--- config.mk ---
export PLATFORM = sky130hd
export DESIGN_NAME = mem_loader
export DESIGN_NICKNAME = d
export VERILOG_FILES = /design/src/rtl/mem_loader.sv
export SDC_FILE = /design/constraint.sdc
export NUM_CORES = 1
export LEC_CHECK = 0
export ABC_AREA = 0
export ABC_CLOCK_PERIOD_IN_PS = 2900
export BUFFER_PORTS_ARGS = -buffer_cell sky130_fd_sc_hd__clkbuf_2
export CAP_MARGIN = 5
export CORE_MARGIN = 5
export CORE_UTILIZATION = 54
export CTS_BUF_LIST = sky130_fd_sc_hd__clkbuf_8
export DETAILED_ROUTE_END_ITERATION = 8
export PLACE_DENSITY = 0.83
export REMOVE_ABC_BUFFERS = 1
export SYNTH_ARGS = -nofsm -noshare
export SYNTH_HDL_FRONTEND = slang
export SYNTH_SLANG_ARGS = --single-unit
export TNS_END_PERCENT = 5
--- constraint.sdc ---
create_clock -name clk -period 2.9 [get_ports clk]
set_clock_uncertainty 0.2 [all_clocks]
set_input_delay 0.29 -clock clk [delete_from_list [all_inputs] [get_ports clk]]
set_output_delay 0.29 -clock clk [all_outputs]
set_load 0.005 [all_outputs]
--- src/rtl/mem_loader.sv ---
// Runtime program loader: byte stream -> big-endian 16-bit words -> memory.
// Optional trailing XOR checksum when LOADER_CHECKSUM_EN is defined.
module mem_loader #(
    parameter int WORD_SIZE   = 16,
    parameter int MEMORY_SIZE = 50,
    parameter int BASE_ADDR   = 0,
    parameter int IO_BASE     = 47
) (
    input  logic                 clk,
    input  logic                 rst,
    input  logic                 start,
    input  logic [7:0]           byte_in,
    input  logic                 byte_valid,
    output logic                 byte_ready,
    output logic [WORD_SIZE-1:0] mem_addr,
    output logic [WORD_SIZE-1:0] mem_data,
    output logic                 mem_write,
    output logic                 cpu_hold,
    output logic                 done,
    output logic                 error
);

    localparam logic [3:0] S_IDLE    = 4'd0;
    localparam logic [3:0] S_LEN_HI  = 4'd1;
    localparam logic [3:0] S_LEN_LO  = 4'd2;
    localparam logic [3:0] S_DATA_HI = 4'd3;
    localparam logic [3:0] S_DATA_LO = 4'd4;
    localparam logic [3:0] S_WRITE   = 4'd5;
    localparam logic [3:0] S_DONE    = 4'd6;
    localparam logic [3:0] S_ERROR   = 4'd7;
`ifdef LOADER_CHECKSUM_EN
    localparam logic [3:0] S_CHECK   = 4'd8;
    localparam logic [3:0] S_FIN     = S_CHECK;
`else
    localparam logic [3:0] S_FIN     = S_DONE;
`endif

    // Never let a download reach the I/O words or run off the array.
    localparam int         LIMIT_I = (IO_BASE < MEMORY_SIZE) ? IO_BASE : MEMORY_SIZE;
    localparam logic [16:0] LIMIT  = 17'(LIMIT_I);
    localparam logic [16:0] BASE17 = 17'(BASE_ADDR);

    logic [3:0]           state;
    logic [3:0]           nxt;
    logic                 ready_nxt;
    logic                 accept;
    logic [15:0]          len;
    logic [15:0]          n_new;
    logic [16:0]          end_addr;
    logic [7:0]           hi;
    logic [WORD_SIZE-1:0] idx;
`ifdef LOADER_CHECKSUM_EN
    logic [7:0]           csum;
`endif

    assign accept   = byte_valid & byte_ready;
    assign n_new    = {len[15:8], byte_in};
    assign end_addr = BASE17 + {1'b0, n_new};

    // Next-state decode of the download FSM.
    always_comb begin
        nxt = state;
        unique case (state)
            S_IDLE:    if (start) nxt = S_LEN_HI;
            S_LEN_HI:  if (accept) nxt = S_LEN_LO;
            S_LEN_LO: begin
                if (accept) begin
                    if (end_addr > LIMIT)
                        nxt = S_ERROR;
                    else if (n_new == 16'd0)
                        nxt = S_FIN;
                    else
                        nxt = S_DATA_HI;
                end
            end
            S_DATA_HI: if (accept) nxt = S_DATA_LO;
            S_DATA_LO: if (accept) nxt = S_WRITE;
            S_WRITE: begin
                if (17'(idx) + 17'd1 < {1'b0, len})
                    nxt = S_DATA_HI;
                else
                    nxt = S_FIN;
            end
`ifdef LOADER_CHECKSUM_EN
            S_CHECK: begin
                if (accept)
                    nxt = (byte_in == csum) ? S_DONE : S_ERROR;
            end
`endif
            S_DONE:    nxt = S_IDLE;
            S_ERROR:   nxt = S_IDLE;
            default:   nxt = S_IDLE;
        endcase
    end

    // Byte acceptance is registered from the state being entered.
    always_comb begin
        ready_nxt = (nxt == S_LEN_HI) || (nxt == S_LEN_LO) ||
                    (nxt == S_DATA_HI) || (nxt == S_DATA_LO);
`ifdef LOADER_CHECKSUM_EN
        if (nxt == S_CHECK) ready_nxt = 1'b1;
`endif
    end

    // State, datapath and registered outputs.
    always_ff @(posedge clk) begin
        if (rst) begin
            state      <= S_IDLE;
            byte_ready <= 1'b0;
            mem_addr   <= '0;
            mem_data   <= '0;
            mem_write  <= 1'b0;
            cpu_hold   <= 1'b0;
            done       <= 1'b0;
            error      <= 1'b0;
            len        <= '0;
            hi         <= '0;
            idx        <= '0;
`ifdef LOADER_CHECKSUM_EN
            csum       <= '0;
`endif
        end else begin
            state      <= nxt;
            byte_ready <= ready_nxt;
            mem_write  <= (nxt == S_WRITE);
            if (state == S_IDLE && start) begin
                done     <= 1'b0;
                error    <= 1'b0;
                cpu_hold <= 1'b1;
                idx      <= '0;
`ifdef LOADER_CHECKSUM_EN
                csum     <= '0;
`endif
            end
            if (state == S_LEN_HI && accept)
                len[15:8] <= byte_in;
            if (state == S_LEN_LO && accept)
                len <= n_new;
            if (state == S_DATA_HI && accept) begin
                hi <= byte_in;
`ifdef LOADER_CHECKSUM_EN
                csum <= csum ^ byte_in;
`endif
            end
            if (state == S_DATA_LO && accept) begin
                mem_addr <= WORD_SIZE'(BASE_ADDR) + idx;
                mem_data <= WORD_SIZE'({hi, byte_in});
`ifdef LOADER_CHECKSUM_EN
                csum <= csum ^ byte_in;
`endif
            end
            if (state == S_WRITE)
                idx <= idx + 1'b1;
            if (nxt == S_DONE) begin
                done     <= 1'b1;
                cpu_hold <= 1'b0;
            end
            if (nxt == S_ERROR)
                error <= 1'b1;
        end
    end

endmodule

; ---- Word-level counts from Yosys, hierarchy flattened
; Cells that the tools add are included.
[word_totals]
reg_bits = 81
[classes]
add_sub_neg = 2
n_lt_le_gt_ge = 2
n_eq_ne = 12
muxes = 14
n_bitwise = 2
n_reduce_logical = 15
[ops]
columns = operator, n
row1 = $mux 16, 2
row2 = $eq 4x3->1 const B, 6
row3 = $pmux 4 s6, 1
row4 = $mux 4, 5
row5 = $add 16x1->17 const B, 1
row6 = $lt 17x16->1, 1
row7 = $add 16x1->16 const B, 1
row8 = $eq 4x2->1 const B, 4
row9 = $gt 16x6->1 const B, 1
row10 = $logic_not 16->1, 1
row11 = $mux 3, 3
row12 = $eq 4x1->1 const B, 2
row13 = $reduce_bool 2->1, 3
row14 = $logic_and 1x1->1, 5
row15 = $logic_not 4->1, 1
row16 = $logic_or 1x1->1, 3
row17 = $mux 1, 3
row18 = $reduce_and 2->1, 1
row19 = $reduce_or 2->1, 1
row20 = $and 1x1->1, 1
row21 = $not 1->1, 1

; ---- Depth between registers and ports, before layout
[logic_depth]
ltp_word = 9
depth_mapped = 13
mapped_depth_nobuf = 13

; ---- Worst setup path before layout
; No wires, ideal clock.
[synth_timing]
kind = reg-to-reg
startpoint = reg idx[0]
endpoint = reg byte_ready
setup_time_ps = 121
arrival_ps = 2847
t_required_ps = 2579
slack_ps = -268
path_stages_with_launch = 14
path_buffers = 0
synth_period_minus_slack_ps = 3168
cell_sequence = dfxtp_1 -> ha_1 -> nand3_1 -> nor3_4 -> nand4_2 -> nor2_1 -> xor2_1 -> ha_1 -> a21o_1 -> a21oi_1 -> o21a_1 -> a21oi_1 -> a211oi_2 -> mux2_4
[synth_between]
elab_chain_cells = 8
word_cells_on_any_way = 11
classes_between = add/sub: 1 / order compare: 1 / eq/ne: 4 / mux: 2 / reduce/logical: 3
[synth_lines]
columns = element, line
row1 = start: declaration, 51  ; logic [WORD_SIZE-1:0] idx;
row2 = start signal: assignment, 153  ; idx <= idx + 1'b1;
row3 = $add 16x1->17 (*), 79  ; if (17'(idx) + 17'd1 < {1'b0, len})
row4 = $lt 17x16->1 (*), 79
row5 = $mux 3 (*), 79
row6 = $pmux 4 s6 (*), 63  ; unique case (state)
row7 = $eq 4x1->1 / $eq 4x2->1 (equally long branches), 98  ; ready_nxt = (nxt == S_LEN_HI) || (nxt == S_LEN_LO) ||
row8 = $logic_or 1x1->1 (2 in series), 98
row9 = $logic_or 1x1->1 (*), 99  ; (nxt == S_DATA_HI) || (nxt == S_DATA_LO);
row10 = end signal: assignment, 124  ; byte_ready <= ready_nxt;
row11 = end: declaration, 14  ; output logic byte_ready,
; Mark *: on every way between the ends. The rest lies on a longest branch, timed or not.
; A chain may end at the register's enable or synchronous reset.

; ---- Final worst setup path
[layout_timing]
startpoint = reg idx[1]
endpoint = reg byte_ready
; The elaborated chain is that of the path after synthesis.

==> summary.txt <==
GRT
  • Largest net degree at the start of global routing: 41
  • GRT Total Usage: 21.85%
  • Initial antenna violation count: 0
  • First-pass GRT wire length: 15,450 µm
  • Vias in the first global route: about 3.3k
  • Congestion Overflow GR: 0

Critical path
  • Worst endpoint required time: 2.95 ns
  • Crit-path most repeated cell: o21a_1
  • Slowest CP cell: dfxtp_2
  • CP endpoint kind: flop
  • Critical Path Start: idx[1]
  • CP Cell Sequence: ha_4, nand3_4, nor3_4, nand4_2, buf_4, xnor2_2, ha_1, a21oi_1, o21a_1, o21a_1, a21oi_2, a211oi_2, mux2_4
  • Worst setup path endpoint: byte_ready
  • Reg2Reg Setup Slack: -0.10 ns
  • Worst Path Max Fanout: 4
  • Reg-to-reg startpoint: idx[1]
  • R2r endpoint: byte_ready
  • CP Launch Type: flop
  • CP Data Arrival Time: 3.05 ns
  • FF-to-FF path depth: 13
  • Largest stage delay, worst path: between 0.3 and 0.4 ns
  • Crit Path Class: flop to flop

Die
  • Die Wd: 94.55 µm
  • Top Ports: 49
  • Core footprint: a little under 7000 µm²
  • Die ar.: 8939 µm²
  • Die H: 94.55 µm
  • Row cnt: 30
  • Initial core utilization: a little under three fifths

Synthesis
  • Syn Area/Cell: between 8 and 9 µm²
  • Mapped cell area: between 3000 and 4000 µm²
  • Synth warn: 0
  • Synth Instances: around 470
  • EDFF count, synth: 0
  • Post-synthesis sequential area ratio: a little over two fifths
  • Async set-reset flop share out of synthesis: 0%
  • Commonest register cell after synthesis: dfxtp_1
  • Seq cells post-synth: approximately 80
  • Yosys cell types: between 50 and 60

Power
  • PwrDens: 443.4 nW/µm²
  • Logic pwr share: under 10%
  • Int Pwr: ~1.6 mW
  • Sw Share: between 20 and 25%
  • Leakage: just over 2 nW
  • Power, Total: 2.061 mW
  • Clock power share: 42.2%
  • Sequential power share: 54.3%
  • Psw: ~0.47 mW
  • Maximum vdd drop: between 0.0003 and 0.0004 V

Final layout
  • Most frequent cells in the layout: nand2_1 (81), dfxtp_1 (77), a21oi_1 (52)
  • Antenna cells: 0
  • Layout cells sized above 1: between 20% and 30%
  • Commonest non-fill, non-tap cell in the layout: nand2_1
  • Fillers: ~540
  • Area grow syn2layout: 20.42%
  • Layout Nets: 554
  • Final core occ: between 60 and 70%

Clock network
  • Sink Count: between 80 and 90
  • Max clock buf depth: 2
  • Max H-tree Level: 3
  • Clock root cell: clkbuf_8
  • Quantity of hold-fixing buffers added after cts: 0
  • CTS tree: yes
  • Clock Latency Late Sink: around 0.36 ns
  • Clk pin slew, worst setup/hold paths: ~0.08 ns
  • TritonCTS Buffers: 9

Routing
  • Wl on met1: between 3000 and 4000 µm
  • First-pass iteration count of the detailed router: 5
  • Vias per cell: ~5.5
  • Top layer in use: met4
  • Routed via count: 3,471
  • Initial DRC Count: around 240
  • Final wirelength: 9474 µm
  • DR DRC count: 0
  • Met3 routed WL: 517 µm
  • Met2 WL: 4699 µm
  • ANT nets after route: 0
  • Routed WL per cell: 15.11 µm

Timing
  • Max Clk Rate: 0.3332 GHz
  • Final setup violation count: 6
  • Final hold viol count: 0
  • Period utilisation layout: 103.5%
  • Final critical-path setup slack: -0.1014 ns
  • Unrepaired setup endpoints after global routing: yes
  • Min Clock Period, post-route: 3.001 ns
  • Worst slew margin: between 40% and 50%
  • Final Slew Violations: 0
  • Slew at the pin with the worst max-slew slack: about 0.82 ns

Run
  • Max-cap violations: 0

Place
  • Port buffer count: 48
  • Detailed placement HPWL: about 6500 µm
  • Placement Setup Slack: -0.1209 ns
  • Global placer's final weighted congestion: between 0.8 and 0.9

Run status
  • Outcome: finished, violations left
  • Failing checks: negative setup slack

Min path
  • Hold crit path type: input port to flop
[layer usage]
layer  track usage, %  vias up
met2            37.53      129
met1            25.57     1608
li1                 -     1702
met3            5.179       32
met4            10.46        0
met5                0        -
[cell usage after synthesis (6+ instances only)]
cell | n | share of area [%]
inv_1 | 17 | 1.7
clkbuf_1 | 18 | 1.8
mux2i_1 | 24 | 6.2
nor2_1 | 52 | 5.1
nand2_1 | 82 | 8.0
ha_1 | 16 | 5.2
o21ai_0 | 13 | 1.7
dfxtp_1 | 81 | 42
xor2_1 | 9 | 2.0
a21oi_1 | 57 | 7.4
a22oi_1 | 6 | 1.2
buf_2 | 9 | 1.2
and3_1 | 6 | 0.97
nand3_1 | 13 | 1.7
[sequential cells by signal, summed over array words and instances, names as in the netlist]
signal / flops
len: 16
byte_ready: 1
done: 1
state: 4
mem_write: 1
error: 1
mem_data: 16
idx: 16
hi: 8
mem_addr: 16
cpu_hold: 1
[stage by stage]
stage | TNS (ns) | area, µm² | instances | hold WS [ns]
floorplan | -0.4089 | 3736 | 440 | 0.1591
global placement | -0.03434 | 4293 | 609 | 0.2361
detailed placement | -0.2398 | 4293 | 609 | 0.2469
CTS | -0.006884 | 4567 | 625 | 0.006299
global route | -0.8609 | 4648 | 627 | 0.03074
finish | -0.2515 | 4648 | 627 | 0.01224
[how the worst min path moves through the flow]
stage	slack, ns	endpoint	cells past startpoint	start
finish	0.01	mem_data[3]	3	byte_in[3]
global route	0.03	mem_data[2]	3	byte_in[2]
CTS	0.006	mem_data[3]	3	byte_in[3]
detailed placement	0.25	mem_data[1]	2	mem_data[1]
global placement	0.24	mem_data[14]	2	hi[6]
floorplan	0.16	done	1	rst
[power groups by stage]
stage | clock network (mW) | registers [mW] | logic (mW)
after floorplan | 0 | 1.14 | 0.0258
after global placement | 0 | 1.15 | 0.0676
after detailed placement | 0 | 1.15 | 0.0701
after CTS | 0.880 | 1.12 | 0.0710
after global routing | 0.934 | 1.12 | 0.0788
final | 0.869 | 1.12 | 0.0722
[layout make-up]
cell class / instances / area (µm²) / share of cell area, %
Multi-Input combinational cell: 341 / 2170 / 46.68
Timing Repair Buffer: 75 / 450.4 / 9.690
Clock buffer: 11 / 151.4 / 3.257
Inverter: 18 / 67.56 / 1.454
Sequential cell: 81 / 1627 / 34.99
Tap cell: 96 / 120.1 / 2.584
Clock inverter: 5 / 62.56 / 1.346
[cell families after synthesis]
kind of cell    count (synthesis)  share of synthesized area [%]
compound gates                 95                          14.59
xor+xnor                       14                          3.177
fa+ha+maj                      16                          5.186
buf+inv                        47                          4.959
flops                          81                          42.01
mux                            25                          6.613
other cells                     1                        0.09715
simple gates                  190                          23.37
[timing repair]
item	in CTS	in global routing
setup buffers	0	2
endpoints found under the setup margin	5	6
resized for setup	13	16
pin swaps	7	6
[worst max-delay path, delay by kind of cell, from the launching register on]
kind / cells / cell delay, ns
multiplexers: 1 / 0.32
adder cells (fa/ha/maj): 2 / 0.48
AND/OR/NAND/NOR: 3 / 0.45
flip-flops: 1 / 0.37
XOR/XNOR: 1 / 0.13
AO/OA/AOI/OAI: 5 / 0.74
buffers and inverters: 1 / 0.20
Power figures use the tool's default switching activity.
